--- src/rtl/d_uncache_axi_bridge_pkg.sv ---
// d_uncache_axi_bridge_pkg: shared encodings and AXI constants for the uncached data bridge
package d_uncache_axi_bridge_pkg;
  typedef enum logic [2:0] {
    S_IDLE = 3'd0,
    S_AR   = 3'd1,
    S_R    = 3'd2,
    S_AWW  = 3'd3,
    S_B    = 3'd4,
    S_DONE = 3'd5
  } state_e;
  localparam logic       RW_READ    = 1'b0;
  localparam logic       RW_WRITE   = 1'b1;
  localparam logic [1:0] BURST_INCR = 2'b01;
  localparam logic [1:0] RESP_OKAY  = 2'b00;
  localparam logic [2:0] SIZE_1B    = 3'd0;
  localparam logic [2:0] SIZE_2B    = 3'd1;
  localparam logic [2:0] SIZE_4B    = 3'd2;
  localparam logic [2:0] SIZE_8B    = 3'd3;
  function automatic logic [2:0] axi_size(input int bytes);
    return 3'($clog2(bytes));
  endfunction
endpackage

--- src/rtl/d_uncache_axi_bridge.sv ---
// d_uncache_axi_bridge: single-outstanding uncached load/store as one-beat AXI4 transactions
module d_uncache_axi_bridge
  import d_uncache_axi_bridge_pkg::*;
#(
  parameter int         ADDR_W = 32,
  parameter int         DATA_W = 32,
  parameter logic [3:0] AXI_ID = 4'h1
) (
  input  logic                clk,
  input  logic                reset,
  input  logic                uc_en,
  input  logic                uc_rw,
  input  logic [ADDR_W-1:0]   uc_addr,
  input  logic [DATA_W-1:0]   uc_wr_data,
  input  logic [DATA_W/8-1:0] uc_rwen,
  output logic [DATA_W-1:0]   uc_rd_data,
  output logic                uc_data_ok,
  output logic                uc_err,
  output logic                uc_busy,
  output logic [3:0]          arid,
  output logic [ADDR_W-1:0]   araddr,
  output logic [7:0]          arlen,
  output logic [2:0]          arsize,
  output logic [1:0]          arburst,
  output logic                arvalid,
  input  logic                arready,
  input  logic [DATA_W-1:0]   rdata,
  input  logic [1:0]          rresp,
  input  logic                rlast,
  input  logic                rvalid,
  output logic                rready,
  output logic [3:0]          awid,
  output logic [ADDR_W-1:0]   awaddr,
  output logic [7:0]          awlen,
  output logic [2:0]          awsize,
  output logic [1:0]          awburst,
  output logic                awvalid,
  input  logic                awready,
  output logic [DATA_W-1:0]   wdata,
  output logic [DATA_W/8-1:0] wstrb,
  output logic                wlast,
  output logic                wvalid,
  input  logic                wready,
  input  logic [1:0]          bresp,
  input  logic                bvalid,
  output logic                bready
);
  state_e              state, nxt;
  logic [ADDR_W-1:0]   addr_q;
  logic [DATA_W-1:0]   wdata_q;
  logic [DATA_W/8-1:0] rwen_q;
  logic [DATA_W-1:0]   rd_q;
  logic                err_q;
  logic                aw_done, w_done;
  logic                aw_ok, w_ok;
  logic                unused_rlast;
  assign unused_rlast = rlast;
  assign aw_ok = aw_done | (awvalid & awready);
  assign w_ok  = w_done | (wvalid & wready);
  // state register
  always_ff @(posedge clk) begin
    if (!reset) state <= S_IDLE;
    else        state <= nxt;
  end
  // next-state decode; AW and W retire independently before moving to B
  always_comb begin
    nxt = state;
    case (state)
      S_IDLE:  nxt = uc_en ? (uc_rw == RW_WRITE ? S_AWW : S_AR) : S_IDLE;
      S_AR:    nxt = arready ? S_R : S_AR;
      S_R:     nxt = rvalid ? S_DONE : S_R;
      S_AWW:   nxt = (aw_ok && w_ok) ? S_B : S_AWW;
      S_B:     nxt = bvalid ? S_DONE : S_B;
      S_DONE:  nxt = S_IDLE;
      default: nxt = S_IDLE;
    endcase
  end
  // request capture, write-channel flags, read data and error latch
  always_ff @(posedge clk) begin
    if (!reset) begin
      addr_q  <= '0;
      wdata_q <= '0;
      rwen_q  <= '0;
      rd_q    <= '0;
      err_q   <= 1'b0;
      aw_done <= 1'b0;
      w_done  <= 1'b0;
    end else begin
      if (state == S_IDLE && uc_en) begin
        addr_q  <= uc_addr;
        wdata_q <= uc_wr_data;
        rwen_q  <= uc_rwen;
      end
      aw_done <= (nxt == S_AWW) && aw_ok;
      w_done  <= (nxt == S_AWW) && w_ok;
      if (state == S_R && rvalid) begin
        rd_q  <= rdata;
        err_q <= rresp != RESP_OKAY;
      end
      if (state == S_B && bvalid) err_q <= bresp != RESP_OKAY;
    end
  end
  assign uc_rd_data = rd_q;
  assign uc_data_ok = state == S_DONE;
  assign uc_err     = (state == S_DONE) && err_q;
  assign uc_busy    = state != S_IDLE;
  assign arid    = AXI_ID;
  assign araddr  = addr_q;
  assign arlen   = 8'd0;
  assign arsize  = axi_size(DATA_W / 8);
  assign arburst = BURST_INCR;
  assign arvalid = state == S_AR;
  assign rready  = state == S_R;
  assign awid    = AXI_ID;
  assign awaddr  = addr_q;
  assign awlen   = 8'd0;
  assign awsize  = axi_size(DATA_W / 8);
  assign awburst = BURST_INCR;
  assign awvalid = (state == S_AWW) && !aw_done;
  assign wdata   = wdata_q;
  assign wstrb   = rwen_q;
  assign wvalid  = (state == S_AWW) && !w_done;
  assign wlast   = wvalid;
  assign bready  = state == S_B;
endmodule

--- config.mk ---
export PLATFORM = sky130hd
export DESIGN_NAME = d_uncache_axi_bridge
export DESIGN_NICKNAME = d
export VERILOG_FILES = /design/src/rtl/d_uncache_axi_bridge_pkg.sv /design/src/rtl/d_uncache_axi_bridge.sv
export SDC_FILE = /design/constraint.sdc
export NUM_CORES = 1
export LEC_CHECK = 0
export CAP_MARGIN = 10
export CORE_MARGIN = 1
export CORE_UTILIZATION = 36
export DETAILED_ROUTE_END_ITERATION = 12
export GPL_TIMING_DRIVEN = 1
export PLACE_DENSITY = 0.88
export SETUP_SLACK_MARGIN = 0.2
export SYNTH_ARGS = -nofsm -noshare
export SYNTH_HDL_FRONTEND = slang
export SYNTH_SLANG_ARGS = --single-unit
export TNS_END_PERCENT = 5
--- constraint.sdc ---
create_clock -name clk -period 1.7 [get_ports clk]
set_clock_uncertainty 0.15 [all_clocks]
set_input_delay 0.34 -clock clk [delete_from_list [all_inputs] [get_ports clk]]
set_output_delay 0.34 -clock clk [all_outputs]
set_load 0.05 [all_outputs]
After elaboration in Yosys (flattened, before gate mapping) --
Cells that the tools add are included.
Operators by class: equal/unequal tests 6, muxes and demuxes 9, bitwise gates (word level) 4, reductions and logical operators 16
Operators by type and width (count):
- 3-bit one-hot mux with 5 select lines | 1
- 3-bit by 2-bit equality test with 1-bit output, second input constant | 3
- 1-bit logical AND | 9
- 3-bit equality test, second input constant | 2
- 2-bit 2-to-1 mux | 3
- 3-bit 2-to-1 mux | 2
- 2-bit nonzero test | 3
- 3-bit by 1-bit equality test with 1-bit output, second input constant | 1
- 3-bit logical NOT | 1
- 1-bit 2-to-1 mux | 3
- 3-bit nonzero test | 1
- 1-bit AND | 2
- 1-bit logical NOT | 2
- 1-bit OR | 2
Storage, ports and cells: bits in registers 106, bits of input ports 114, output and inout bits 175, logic and storage cells 43

Depth between registers and ports, before layout --
word-level depth 9, mapped depth 8, depth with buffers taken out 4

Worst setup path before layout --
Ideal clock, no wire load.
path kind reg-to-output, from register state[0], to output port uc_err, arrival 2.273 ns, data required time 1.210 ns, path slack -1.063 ns, stages on the path, launching flop included 4, buffers on the path 0, cell sequence dfxtp_1 inv_1 nor3b_1 and2_1
Between the ends: longest elaborated chain between the ends 2
Ends and longest elaborated chain:
- from (decl) | line d_uncache_axi_bridge.sv:48 | state_e state, nxt;
- from (signal assigned) | line d_uncache_axi_bridge.sv:63 | else state <= nxt;
- 3-bit equality test
- named net uc_data_ok | line d_uncache_axi_bridge.sv:17 | output logic uc_data_ok,
- 1-bit logical AND | line d_uncache_axi_bridge.sv:105 | assign uc_err = (state == S_DONE) && err_q;
- to (decl) | line d_uncache_axi_bridge.sv:18 | output logic uc_err,
The timed path passes the listed nets, and every way through them passes these cells.

Worst setup path after layout --
from register state[2], to output port rready
Between the ends: longest elaborated chain between the ends 1
Ends and longest elaborated chain:
- 3-bit by 2-bit equality test with 1-bit output | line d_uncache_axi_bridge.sv:113 | assign rready = state == S_R;
- to (decl) | line d_uncache_axi_bridge.sv:31 | output logic rready,
Every way passes these cells.

==> flow_summary_export.csv <==
group,metric,value,unit
status,run_status,"finished, violations left",
status,failed_checks,"negative setup slack",
critical_path,end_kind,"primary output",
yosys,syn-cell-area,4400,um2
critical_path,criticalPathCategory,"reg2out",
power_and_ir_drop,cellLeakagePower,3.42,nW
sta,max_clock_freq,560,MHz
yosys,synth-async-reset-ratio,0,%
sta,slew_violations,0,
yosys,yosysMostFrequentCell,"nand2_1",
power_and_ir_drop,power.combinational.fraction,41.9,%
power_and_ir_drop,cellPowerDensity,1000,nW/um2
critical_path,critPathMaxFanout,8,
layout,final_layout_size_suffix_gt1_share,34.5,%
place,dp_hpwl,10.9,mm
yosys,dominantRegCellSynth,"dfxtp_1",
clock_tree,ctsHtreeMaxLevel,3,
yosys,synth.yosys.seq_area_share,48.3,%
yosys,synth.ff_latch_count,106,
floorplanning,die-area,12700,um2
sta,layout_min_cycle_time,1780,ps
critical_path,crit_buf_inv,2,
power_and_ir_drop,internal_power_contribution,5.63,mW
min_path,hold_class,"reg2reg",
place,finalWeightedCongestion,0.847,
global_route,track_usage,22.4,%
power_and_ir_drop,pwr-share-seq,34.1,%
layout,layoutNonFillerInstCount,922,
sta,setup_repair_after_global_routing_missed_its_margin,"yes",
routing,drt_iter0_drc,249,
global_route,grt_start_max_net_pins,54,
global_route,number_of_global_route_vias_before_repair,4294,
clock_tree,cts.hold.buffers_added,0,
clock_tree,clock_tree.buffer_depth,2,
place,place.port_buffers,253,
floorplanning,core,11700,um2
routing,route.antenna.remaining_nets,0,
layout,finalNetCount,888,
power_and_ir_drop,p_sw_share,36.2,%
critical_path,critical-path-max-stage-delay,390,ps
clock_tree,clk_pin_slew,70,ps
critical_path,crit_chain,"nor2b_4 > buf_4 > and2_4 > buf_12",
yosys,post_synth_most_frequent_cells,"205 x nand2_1, 106 x dfxtp_1, 100 x a21oi_1, 68 x buf_4, 17 x clkbuf_1",
flow_run,maxCapViolations,0,
routing,route.vias.total,4378,
routing,drc,0,
global_route,grt_overflow,0,
power_and_ir_drop,power.net_switching,3.20,mW
global_route,grt_antenna_before_repair,0,
yosys,postSynthCellCount,556,
global_route,global_route_wire_length_before_repair,22.1,mm
floorplanning,rows,39,
yosys,count_of_cell_types_in_the_netlist,29,
critical_path,timing.critical_path.slowest_stage_cell,"dfxtp_4",
floorplanning,initial_util,37.7,%
power_and_ir_drop,power.ir.vdd_worst,0.663,mV
floorplanning,die_y,113,um
sta,post-route-worst-setup-slack,-84.8,ps
routing,drt-total-wl,14.8,mm
yosys,avgSynthCellArea,7.91,um2
layout,multi_input_area,1910,um2
clock_tree,cts-buffers-inserted,9,
power_and_ir_drop,power.share.clock,24.1,%
routing,routed_via_density,4.75,
clock_tree,ctsRootBufferMaster,"clkbuf_16",
place,dp.cells,896,
floorplanning,io-pin-count,289,
routing,detail_route.wl_per_cell,16.1,um
yosys,synth_largest_type_area_fraction,48.3,%
layout,ff_latch_area,2150,um2
critical_path,start_kind,"flop",
yosys,count_of_flip_flops_with_a_built_in_enable_after_synthesis,0,
yosys,yosys_warnings,0,
critical_path,worst-endpoint-arrival,1290,ps
layout,fill_cells,700,
place,postPlaceCellArea,8150,um2
power_and_ir_drop,totalPowerFinal,8.82,mW
sta,finalSetupViolCount,9,
layout,finish.instance_area,8810,um2
floorplanning,die_width,113,um
critical_path,kind_of_cell_adding_the_most_delay_to_the_critical_path,"flip-flops",
layout,area.growth.synth_to_final,100,%
routing,detailedRoute.firstPassIterationCount,4,
yosys,synth_area_leaders,"dfxtp_1 48%, nand2_1 18%, buf_4 12%",
sta,hold_violations,0,
clock_tree,cts_sinks,106,
layout,num_antenna_cells,0,
clock_tree,insertion_delay,340,ps
sta,final_min_period_over_clock_period,105,%
yosys,synthDominantAreaCellType,"dfxtp_1",
clock_tree,cts_tree,"built",
critical_path,worst_ep_required_time,1210,ps
-- power groups by stage --
stage | clock [mW] | sequential [mW] | combinational [mW]
floorplan | 0 | 3.57 | 1.35
global placement | 0 | 3.05 | 3.44
detailed placement | 0 | 3.07 | 3.50
CTS | 2.19 | 3.00 | 3.57
global route | 2.31 | 3.04 | 3.84
finish | 2.12 | 3.01 | 3.69
-- kinds of logic (layout without fill, tap and decap cells) --
| logic type | Yosys count | in the layout | share of synthesized area, % |
|---|---|---|---|
| buf+inv | 109 | 300 | 17.2 |
| other cells | 2 | 34 | 0.171 |
| compound gates | 112 | 112 | 13.5 |
| simple gates | 227 | 227 | 20.8 |
| flops | 106 | 106 | 48.3 |
-- cells in the final DEF (no fill, tap or decap), types with 2 or more instances in the layout --
cell | synthesis | final
nand2_1 | 205 | 191
buf_12 | 0 | 146
clkdlybuf4s50_1 | 0 | 112
dfxtp_1 | 106 | 89
a21oi_1 | 100 | 61
a21oi_2 | 0 | 39
conb_1 | 2 | 34
buf_4 | 68 | 16
dfxtp_2 | 0 | 15
clkbuf_16 | 0 | 9
nand2_4 | 0 | 8
nand2_2 | 0 | 6
nor2_1 | 6 | 4
buf_6 | 11 | 4
and2_4 | 0 | 3
o21ai_0 | 3 | 3
nor3b_4 | 0 | 2
nor3_2 | 0 | 2
nor2_4 | 0 | 2
nor2b_1 | 2 | 2
inv_1 | 5 | 2
a31oi_1 | 2 | 2
nor3_1 | 4 | 2
clkbuf_8 | 0 | 2
clkbuf_1 | 17 | 2
dfxtp_4 | 0 | 2
-- layout make-up --
cell class	count	share of cell area (%)
Clock inverter	3	0.526
Timing Repair Buffer	279	48.1
Multi-Input combinational cell	373	21.7
Clock buffer	13	2.95
Sequential cell	106	24.4
Inverter	5	0.256
Tap cell	143	2.03
-- worst min-delay path: cells and delay by family (launching register included) --
kind / cells / cell delay [ps]
flops: 1 / 330
simple gates: 1 / 60
compound gates: 1 / 50
-- sequential cells by signal, summed over array words and instances, names as in the netlist --
register    cells
state           3
uc_rd_data     32
aw_done         1
err_q           1
araddr         32
w_done          1
wdata          32
wstrb           4
-- final timing paths --
kind	start	endpoint	slack, ps	depth (start not counted)
max reg2reg	state[2]	uc_rd_data[13]	10	7
min	wdata[3]	wdata[3]	340	2
min reg2reg	wdata[3]	wdata[3]	340	2
max	state[2]	rready	-80	4
-- per-layer routing --
| layer | share of wire (%) | up-vias | track usage [%] |
|---|---|---|---|
| met5 | 0 | - | 0 |
| met4 | 2.4 | 0 | 7.29 |
| met3 | 7.0 | 27 | 6.91 |
| met2 | 54 | 193 | 42.2 |
| met1 | 36 | 2054 | 23.6 |
| li1 | - | 2104 | - |
-- timing repair --
item                                    4_1_cts  5_1_grt
hold endpoints to repair                      0        0
gates resized for setup                      12       74
gates cloned                                  0        0
pin swaps                                     6       20
endpoints found under the setup margin       95      139
setup buffers                                 8        2
-- metrics by stage --
step                TNS, ps  hold slack [ps]  setup slack (ps)  util [%]
finish                 -543              341             -84.8      75.5
global route          -1130              368              -127      75.5
CTS                    -614              341              -112      73.3
detailed placement    -4430              332              -192      69.9
global placement       -739              329              -148      69.9
floorplan              -354              314             -94.3         -
Power figures use the tool's default switching activity.
